$ cat src/rtl/fetch_controller_if.sv
// Fetch controller bus: PC/branch/memory handshake between the IF stage and its neighbours.
// The master modport is the fetch controller itself; the slave modport is the surrounding pipeline.
`ifndef WORD_WIDTH
`define WORD_WIDTH 32
`endif

interface fetch_controller_if #(
  parameter int WORD_WIDTH = `WORD_WIDTH
);
  logic [WORD_WIDTH-1:0] pc;
  logic                  hazard;
  logic                  branch_taken;
  logic [WORD_WIDTH-1:0] branch_addr;
  logic                  mem_ready;
  logic [WORD_WIDTH-1:0] pc_next;
  logic                  pc_freeze;
  logic                  if_flush;
  logic                  imem_req;
  logic                  timeout_err;
  logic [31:0]           stall_cycles;

  modport master (
    input  pc, hazard, branch_taken, branch_addr, mem_ready,
    output pc_next, pc_freeze, if_flush, imem_req, timeout_err, stall_cycles
  );

  modport slave (
    output pc, hazard, branch_taken, branch_addr, mem_ready,
    input  pc_next, pc_freeze, if_flush, imem_req, timeout_err, stall_cycles
  );
endinterface

$ cat src/rtl/fetch_controller.sv
// Instruction fetch controller: next-PC selection, stall/flush generation and memory-wait timeout.
// Optional frozen-cycle counter enabled by defining FETCH_PERF_COUNT_EN.
`ifndef WORD_WIDTH
`define WORD_WIDTH 32
`endif

module fetch_controller #(
  parameter int WORD_WIDTH = `WORD_WIDTH,
  parameter int PC_STEP    = 4,
  parameter int TIMEOUT    = 16
) (
  input logic                clk,
  input logic                rst,
  fetch_controller_if.master bus
);
  localparam int CW = $clog2(TIMEOUT + 1);

  typedef enum logic [1:0] {BOOT, FETCH, WAIT} state_t;

  state_t                state_q, state_d;
  logic                  pend_valid_q, pend_valid_d;
  logic [WORD_WIDTH-1:0] pend_addr_q, pend_addr_d;
  logic [CW-1:0]         wait_cnt_q, wait_cnt_d;
  logic                  timeout_q, timeout_d;

  logic [WORD_WIDTH-1:0] pc_next;
  logic                  pc_freeze;
  logic                  if_flush;
  logic                  imem_req;
  logic [WORD_WIDTH-1:0] pc_seq;

  assign pc_seq = bus.pc + WORD_WIDTH'(PC_STEP);

  always_comb begin
    state_d      = state_q;
    pend_valid_d = pend_valid_q;
    pend_addr_d  = pend_addr_q;
    wait_cnt_d   = wait_cnt_q;
    timeout_d    = timeout_q;
    pc_next      = bus.pc;
    pc_freeze    = 1'b1;
    if_flush     = 1'b0;
    imem_req     = 1'b0;
    case (state_q)
      BOOT: begin
        if_flush = 1'b1;
        state_d  = FETCH;
      end
      FETCH: begin
        imem_req   = 1'b1;
        wait_cnt_d = '0;
        if (bus.branch_taken && bus.mem_ready) begin
          pc_next   = bus.branch_addr;
          pc_freeze = 1'b0;
          if_flush  = 1'b1;
        end else if (bus.branch_taken) begin
          pend_addr_d  = bus.branch_addr;
          pend_valid_d = 1'b1;
          wait_cnt_d   = CW'(1);
          state_d      = WAIT;
        end else if (!bus.mem_ready) begin
          wait_cnt_d = CW'(1);
          state_d    = WAIT;
        end else if (!bus.hazard) begin
          pc_next   = pc_seq;
          pc_freeze = 1'b0;
        end
      end
      WAIT: begin
        imem_req = 1'b1;
        if (!bus.mem_ready) begin
          // Latest branch resolved during the wait overrides an older pending target.
          if (bus.branch_taken) begin
            pend_addr_d  = bus.branch_addr;
            pend_valid_d = 1'b1;
          end
          if (wait_cnt_q < CW'(TIMEOUT)) wait_cnt_d = wait_cnt_q + CW'(1);
          if (wait_cnt_d == CW'(TIMEOUT)) timeout_d = 1'b1;
        end else begin
          wait_cnt_d   = '0;
          pend_valid_d = 1'b0;
          state_d      = FETCH;
          if (bus.branch_taken) begin
            pc_next   = bus.branch_addr;
            pc_freeze = 1'b0;
            if_flush  = 1'b1;
          end else if (pend_valid_q) begin
            pc_next   = pend_addr_q;
            pc_freeze = 1'b0;
            if_flush  = 1'b1;
          end else if (!bus.hazard) begin
            pc_next   = pc_seq;
            pc_freeze = 1'b0;
          end
        end
      end
      default: state_d = BOOT;
    endcase
    if (rst) begin
      pc_next   = '0;
      pc_freeze = 1'b1;
      if_flush  = 1'b1;
      imem_req  = 1'b0;
    end
  end

  always_ff @(posedge clk) begin
    if (rst) begin
      state_q      <= BOOT;
      pend_valid_q <= 1'b0;
      pend_addr_q  <= '0;
      wait_cnt_q   <= '0;
      timeout_q    <= 1'b0;
    end else begin
      state_q      <= state_d;
      pend_valid_q <= pend_valid_d;
      pend_addr_q  <= pend_addr_d;
      wait_cnt_q   <= wait_cnt_d;
      timeout_q    <= timeout_d;
    end
  end

`ifdef FETCH_PERF_COUNT_EN
  logic [31:0] stall_cnt_q;

  always_ff @(posedge clk) begin
    if (rst) begin
      stall_cnt_q <= '0;
    end else if (state_q != BOOT && pc_freeze) begin
      stall_cnt_q <= stall_cnt_q + 32'd1;
    end
  end

  assign bus.stall_cycles = stall_cnt_q;
`else
  assign bus.stall_cycles = '0;
`endif

  assign bus.pc_next     = pc_next;
  assign bus.pc_freeze   = pc_freeze;
  assign bus.if_flush    = if_flush;
  assign bus.imem_req    = imem_req;
  assign bus.timeout_err = timeout_q;
endmodule

$ cat src/flat_wrapper.sv
// flat-port wrapper written by rule: the top's interface ports become plain ports
module fetch_controller_flat 
#(
  parameter int WORD_WIDTH = `WORD_WIDTH,
  parameter int PC_STEP    = 4,
  parameter int TIMEOUT    = 16
)
  (clk, rst, bus_pc, bus_hazard, bus_branch_taken, bus_branch_addr, bus_mem_ready, bus_pc_next, bus_pc_freeze, bus_if_flush, bus_imem_req, bus_timeout_err, bus_stall_cycles);
  fetch_controller_if #(.WORD_WIDTH(WORD_WIDTH)) bus_i ();
  input logic clk;
  input logic rst;
  input wire logic [$bits(bus_i.pc)-1:0] bus_pc;
  input wire logic [$bits(bus_i.hazard)-1:0] bus_hazard;
  input wire logic [$bits(bus_i.branch_taken)-1:0] bus_branch_taken;
  input wire logic [$bits(bus_i.branch_addr)-1:0] bus_branch_addr;
  input wire logic [$bits(bus_i.mem_ready)-1:0] bus_mem_ready;
  output wire logic [$bits(bus_i.pc_next)-1:0] bus_pc_next;
  output wire logic [$bits(bus_i.pc_freeze)-1:0] bus_pc_freeze;
  output wire logic [$bits(bus_i.if_flush)-1:0] bus_if_flush;
  output wire logic [$bits(bus_i.imem_req)-1:0] bus_imem_req;
  output wire logic [$bits(bus_i.timeout_err)-1:0] bus_timeout_err;
  output wire logic [$bits(bus_i.stall_cycles)-1:0] bus_stall_cycles;
  assign bus_i.pc = bus_pc;
  assign bus_i.hazard = bus_hazard;
  assign bus_i.branch_taken = bus_branch_taken;
  assign bus_i.branch_addr = bus_branch_addr;
  assign bus_i.mem_ready = bus_mem_ready;
  assign bus_pc_next = bus_i.pc_next;
  assign bus_pc_freeze = bus_i.pc_freeze;
  assign bus_if_flush = bus_i.if_flush;
  assign bus_imem_req = bus_i.imem_req;
  assign bus_timeout_err = bus_i.timeout_err;
  assign bus_stall_cycles = bus_i.stall_cycles;
  fetch_controller #(.WORD_WIDTH(WORD_WIDTH), .PC_STEP(PC_STEP), .TIMEOUT(TIMEOUT)) u_core (.clk(clk), .rst(rst), .bus(bus_i));
endmodule
$ cat config.mk
export PLATFORM = sky130hd
export DESIGN_NAME = fetch_controller_flat
export DESIGN_NICKNAME = d
export VERILOG_FILES = /design/src/rtl/fetch_controller_if.sv /design/src/rtl/fetch_controller.sv /design/src/flat_wrapper.sv
export SDC_FILE = /design/constraint.sdc
export NUM_CORES = 1
export LEC_CHECK = 0
export BUFFER_PORTS_ARGS = -buffer_cell sky130_fd_sc_hd__buf_2
export CORE_MARGIN = 2
export CORE_UTILIZATION = 56
export CTS_BUF_LIST = sky130_fd_sc_hd__clkbuf_16
export DETAILED_ROUTE_END_ITERATION = 7
export PLACE_DENSITY = 0.95
export SYNTH_ARGS = -nofsm -noshare
export SYNTH_HDL_FRONTEND = slang
export SYNTH_SLANG_ARGS = --single-unit
$ cat constraint.sdc
create_clock -name clk -period 4.55 [get_ports clk]
set_input_delay 0 -clock clk [delete_from_list [all_inputs] [get_ports clk]]
set_output_delay 0 -clock clk [all_outputs]
set_load 0.005 [all_outputs]
# Word-level counts from Yosys, hierarchy flattened
# Cells that the tools add are included.
totals:
  register_bits: 41
  inputBits: 69
  output_inout_bits: 68
  wordCells: 71
classes:
  n_addsub: 2
  order_cmp: 1
  n_eq_ne: 7
  mux: 47
  n_bitwise: 1
  reduce_logical: 8
ops:
  columns: ["op", "count"]
  rows:
  - ["32-bit two-way mux", 11]
  - ["32-bit one-hot mux with 2 select lines", 2]
  - ["32-bit by 3-bit adder with 32-bit output (second input constant)", 1]
  - ["5-bit two-way mux", 6]
  - ["1-bit two-way mux", 19]
  - ["5-bit one-hot mux with 2 select lines", 1]
  - ["3-bit AND reduction", 3]
  - ["2-bit two-way mux", 4]
  - ["2-bit != test (second input constant)", 3]
  - ["2-bit one-hot mux with 3 select lines", 1]
  - ["5-bit by 1-bit adder with 5-bit output (second input constant)", 1]
  - ["5-bit equality test (second input constant)", 1]
  - ["5-bit < comparator (second input constant)", 1]
  - ["1-bit one-hot mux with 2 select lines", 2]
  - ["3-bit != test (second input constant)", 1]
  - ["1-bit one-hot mux with 3 select lines", 1]
  - ["2-bit by 1-bit equality test with 1-bit output (second input constant)", 1]
  - ["2-bit equality test (second input constant)", 1]
  - ["2-bit logical NOT", 1]
  - ["2-bit AND reduction", 1]
  - ["2-bit nonzero test", 1]
  - ["2-bit OR reduction", 1]
  - ["1-bit logical AND", 1]
  - ["1-bit NOT", 1]

# Logic depth before layout (Yosys ltp)
logic_depth:
  ltp_word: 7
  mapped_depth: 11
  depth_no_buf: 8

# Worst setup path after synthesis
# No wires, ideal clock.
synth_timing:
  kind: "reg2reg"
  start: "register u_core.state_q[1]"
  end: "register u_core.pend_addr_q[23]"
  setup_ns: 0.071
  t_arrival_ns: 1.900
  slack_ns: 2.579
  path_stages_with_launch: 12
  path_buffers: 4
  path_cell_list: "dfxtp_1 inv_1 ha_1 clkbuf_1 or2_2 buf_2 nand2_1 and3_1 clkbuf_1 buf_2 nand2_1 a21oi_1"
synth_between:
  elab_chain_len: 3
synth_rtl:
  columns: ["item", "line_no", "source"]
  rows:
  - ["start: declaration", "fetch_controller.sv:20", "state_t state_q, state_d;"]
  - ["start signal: assignment", "fetch_controller.sv:115", "state_q <= state_d;"]
  - ["2-bit by 1-bit equality test with 1-bit output / 2-bit equality test (equally long branches)", "fetch_controller.sv:44", "case (state_q)"]
  - ["2-bit != test (no line) / 2-bit nonzero test (equally long branches)", null, null]
  - ["3-bit AND reduction (no line)", null, null]
  - ["end signal: assignment", "fetch_controller.sv:117", "pend_addr_q <= pend_addr_d;"]
  - ["end: declaration", "fetch_controller.sv:22", "logic [WORD_WIDTH-1:0] pend_addr_q, pend_addr_d;"]
# Parallel ways exist; a longest one is shown, timed or not.
# A chain may end at the register's enable or synchronous reset.

# Worst setup path in the final report
layout_timing:
  start: "register u_core.state_q[0]"
  end: "output bus_pc_next[7]"
layout_between:
  elab_chain_len: 3
layout_rtl:
  columns: ["item", "line_no", "source"]
  rows:
  - ["2-bit equality test / 2-bit by 1-bit equality test with 1-bit output (equally long branches)", "fetch_controller.sv:44", null]
  - ["32-bit one-hot mux with 2 select lines (*)", "fetch_controller.sv:44", null]
  - ["32-bit two-way mux (*)", "fetch_controller.sv:99", "if (rst) begin"]
  - ["end: declaration", "flat_wrapper.sv:17", "output wire logic [$bits(bus_i.pc_next)-1:0] bus_pc_next;"]
# Every way passes the cells marked *; elsewhere a longest branch is shown, timed or not.

==> flow_summary.toml <==
[sta]
fin_skew_ns = 0.00516
finalSetupViolCount = 0
maxSlewViolCount = 0
hold_viol = 0
fin_crit_sh_pct = 80.4
rsz0062_at_grt = "no"
maxSlewHeadroom_pct = 39.1
fmax_ghz = 0.273
min_period_ns = 3.66
finalSetupTns_ns = 0
worstMarginPinSlew_ns = 0.914

[route]
vias = 5186
via_per_inst = 6.46
first_pass_iters = 7
wirelength_microns = 14300
wl_per_cell_microns = 17.8
drt.antenna.violating_nets = 0
drt_iter0_drc = 855
drcViolationCount = 0

[worst_hold_path]
hold_path_depth = 2
min_path_type = "input pin to flip-flop"
min_from = "rst"
holdPathEnd = "u_core.state_q[0]"

[critical_path]
cp_slowest_cell = "ha_1"
crit_required_ns = 4.55
r2r_start = "u_core.state_q[0]"
crit_buf_inv = 3
critical_path.most_common_cell = "o311ai_0"
path_delay_family = "simple AND/OR/NAND/NOR gates"
worstSetupEndpointType = "primary output"
worstPathCellList = "inv_1, ha_1, clkinv_1, nor3_1, o311ai_0, o311ai_0, and2_1, buf_2"
critical-path-max-stage-delay_ns = 0.82
path_class = "flip-flop to primary output"
ff2ff_setup_slack_ns = 1.82
r2r_end = "u_core.pend_addr_q[20]"
critical_path_arrival_ns = 3.66
path_max_fanout = 27
worstRegToRegCells = 6
crit_path_start_kind = "flip-flop"

[clock_tree]
tritoncts = "done"
cts_setup_buffers = 0
cts_hold_buffers = 32
cts_max_level = 2
clk_latency_ns = 0.29
numCtsBuffers = 5
clockBufferDepth = 2
clkTransAtPathRegs_ns = 0.06
ctsResizeCount = 0
cts_root_buf = "clkbuf_16"
cts_sinks = 41

[pwr]
power.density_nw_per_um2 = 275
ir_drop_mv = 0.167
power.total_w = 0.00134
p_leak_nw = 1.99

[global_routing]
grt_pass1_vias = 4844
global_route.overflow_total = 0
grt_use_total_pct = 35.2
grt_max_degree = 53
antenna_found_initial = 0
grt_first_pass_wirelength_microns = 22500

[floorplanning]
io_pins = 137
core-area_sq_um = 7180
die_x_microns = 89.6
start_util_pct = 57.2
die_h_microns = 89.6
die-area_sq_um = 8030
num_rows = 31

[logic_synthesis]
synth_seq_cells = 41
yosysWarnings = 0
ys.flop_type = "dfxtp_1"
ys_top_cells_by_area = "dfxtp_1 20%, nand2_1 10%, a21oi_1 7.4%"
yosys.area.top_type = "dfxtp_1"
syn_inst = 599
syn_area_per_cell_sq_um = 6.85
yosys.area.top_type_share_pct = 20.0
synth_edf_count = 0
synth.distinct_cells = 64
synthesis.area_sq_um = 4100
async_flop_share_pct = 0
seq_area_frac_synth_pct = 20.0

[place]
portBuffers = 104
detailed_place_hpwl_microns = 9390
gp_congestion = 0.935

[run]
drv_cap = 0

[run_status]
status = "complete, no violations"

[final_layout]
drive_gt1_share_pct = 18.6
antenna_cells_inserted = 0
nets = 779
nFillCells = 606
area_delta_synth_final_pct = 18.9
## cell usage in the layout (no fill, tap or decap), types with 11 or more instances in the layout
cell | Yosys | layout
dlygate4sd3_1 | 0 | 32
o21ai_0 | 51 | 51
nor2_1 | 43 | 43
a21oi_1 | 61 | 61
nand2_1 | 109 | 109
buf_2 | 8 | 104
nor3_1 | 21 | 21
conb_1 | 1 | 32
nand3b_1 | 13 | 13
and3_1 | 11 | 11
nand3_1 | 16 | 16
dfxtp_1 | 41 | 41
## cells in the mapped netlist, types with 4 or more instances
| cell type | instances |
|---|---|
| and2_1 | 4 |
| o21ai_0 | 51 |
| buf_2 | 8 |
| clkbuf_8 | 5 |
| a211oi_1 | 6 |
| xor2_1 | 7 |
| nand3b_1 | 13 |
| a32oi_1 | 8 |
| o31ai_1 | 5 |
| clkbuf_1 | 24 |
| a21oi_1 | 61 |
| a21o_1 | 5 |
| nand2b_1 | 5 |
| nand2_1 | 109 |
| inv_1 | 8 |
| nor2_1 | 43 |
| xnor2_1 | 9 |
| buf_4 | 32 |
| a221oi_1 | 4 |
| nand4_1 | 9 |
| nand3_1 | 16 |
| nor2b_1 | 7 |
| a22oi_1 | 4 |
| ha_1 | 6 |
| o211ai_1 | 5 |
| o221ai_1 | 6 |
| a22o_1 | 5 |
| and3_1 | 11 |
| dfxtp_1 | 41 |
| nor3_1 | 21 |
## worst max-delay path by stage
stage / start / endpoint / slack [ns] / depth (start not counted)
after floorplan: u_core.state_q[1] / u_core.pend_addr_q[23] / 2.58 / 11
after CTS: u_core.state_q[0] / bus_pc_next[7] / 1.0 / 8
after global routing: u_core.state_q[1] / bus_pc_next[7] / 0.57 / 8
final: u_core.state_q[0] / bus_pc_next[7] / 0.89 / 8
after global placement: u_core.state_q[0] / bus_pc_next[7] / 1.35 / 8
after detailed placement: u_core.state_q[0] / bus_pc_next[7] / 1.32 / 8
## state kept, by name, summed over array words and instances (netlist names)
name	cells
u_core.bus.timeout_err	1
u_core.pend_addr_q	32
u_core.state_q	2
u_core.wait_cnt_q	5
u_core.pend_valid_q	1
## per-stage QoR
stage | instances | instance area [sq um] | util (%) | hold slack, ns | worst slack [ns]
finish | 803 | 4880 | 68.0 | 0.124 | 0.893
global route | 803 | 4880 | 68.0 | 0.130 | 0.567
CTS | 803 | 4880 | 68.0 | 0.119 | 0.996
detailed placement | 764 | 4430 | 61.7 | 0.254 | 1.32
global placement | 764 | 4430 | 61.7 | 0.251 | 1.35
floorplan | 630 | 4220 | - | 0.0545 | 2.58
## kinds of logic (layout without fill, tap and decap cells)
logic type	count (synthesis)	after routing	share of synthesized area, %
AO/OA/AOI/OAI	195	195	30.6
XOR/XNOR	18	18	4.21
adder cells (fa/ha/maj)	6	6	1.83
buffers and inverters	82	156	12.3
flip-flops	41	41	20.0
multiplexers	1	1	0.274
other	1	32	0.0914
AND/OR/NAND/NOR	255	255	30.7
## final cells by class
| class | instances | area, sq um | area share [%] |
|---|---|---|---|
| multi-input combinational | 507 | 2900 | 59.4 |
| sequential | 41 | 821 | 16.8 |
| clock buffer | 5 | 125 | 2.56 |
| tap | 99 | 124 | 2.54 |
| inverter | 9 | 33.8 | 0.692 |
| clock inverter | 2 | 7.51 | 0.154 |
| timing repair buffer | 140 | 871 | 17.9 |
## layer usage
metal  global-route usage [%]  part of all wire (%)  vias up
met4                     17.6                   3.5        0
met3                     8.68                    14       73
met2                     56.4                    47      455
met1                     43.9                    36     2335
met5                        0                     0        -
li1                         -                     -     2323
## report_power, final
part           internal, W  total, W  switching [W]
Sequential        0.000392  0.000418      0.0000256
Clock             0.000197  0.000343       0.000146
Combinational     0.000216  0.000582       0.000367
Total             0.000805   0.00134       0.000538
Note: power is estimated with default switching activity, not from simulation.
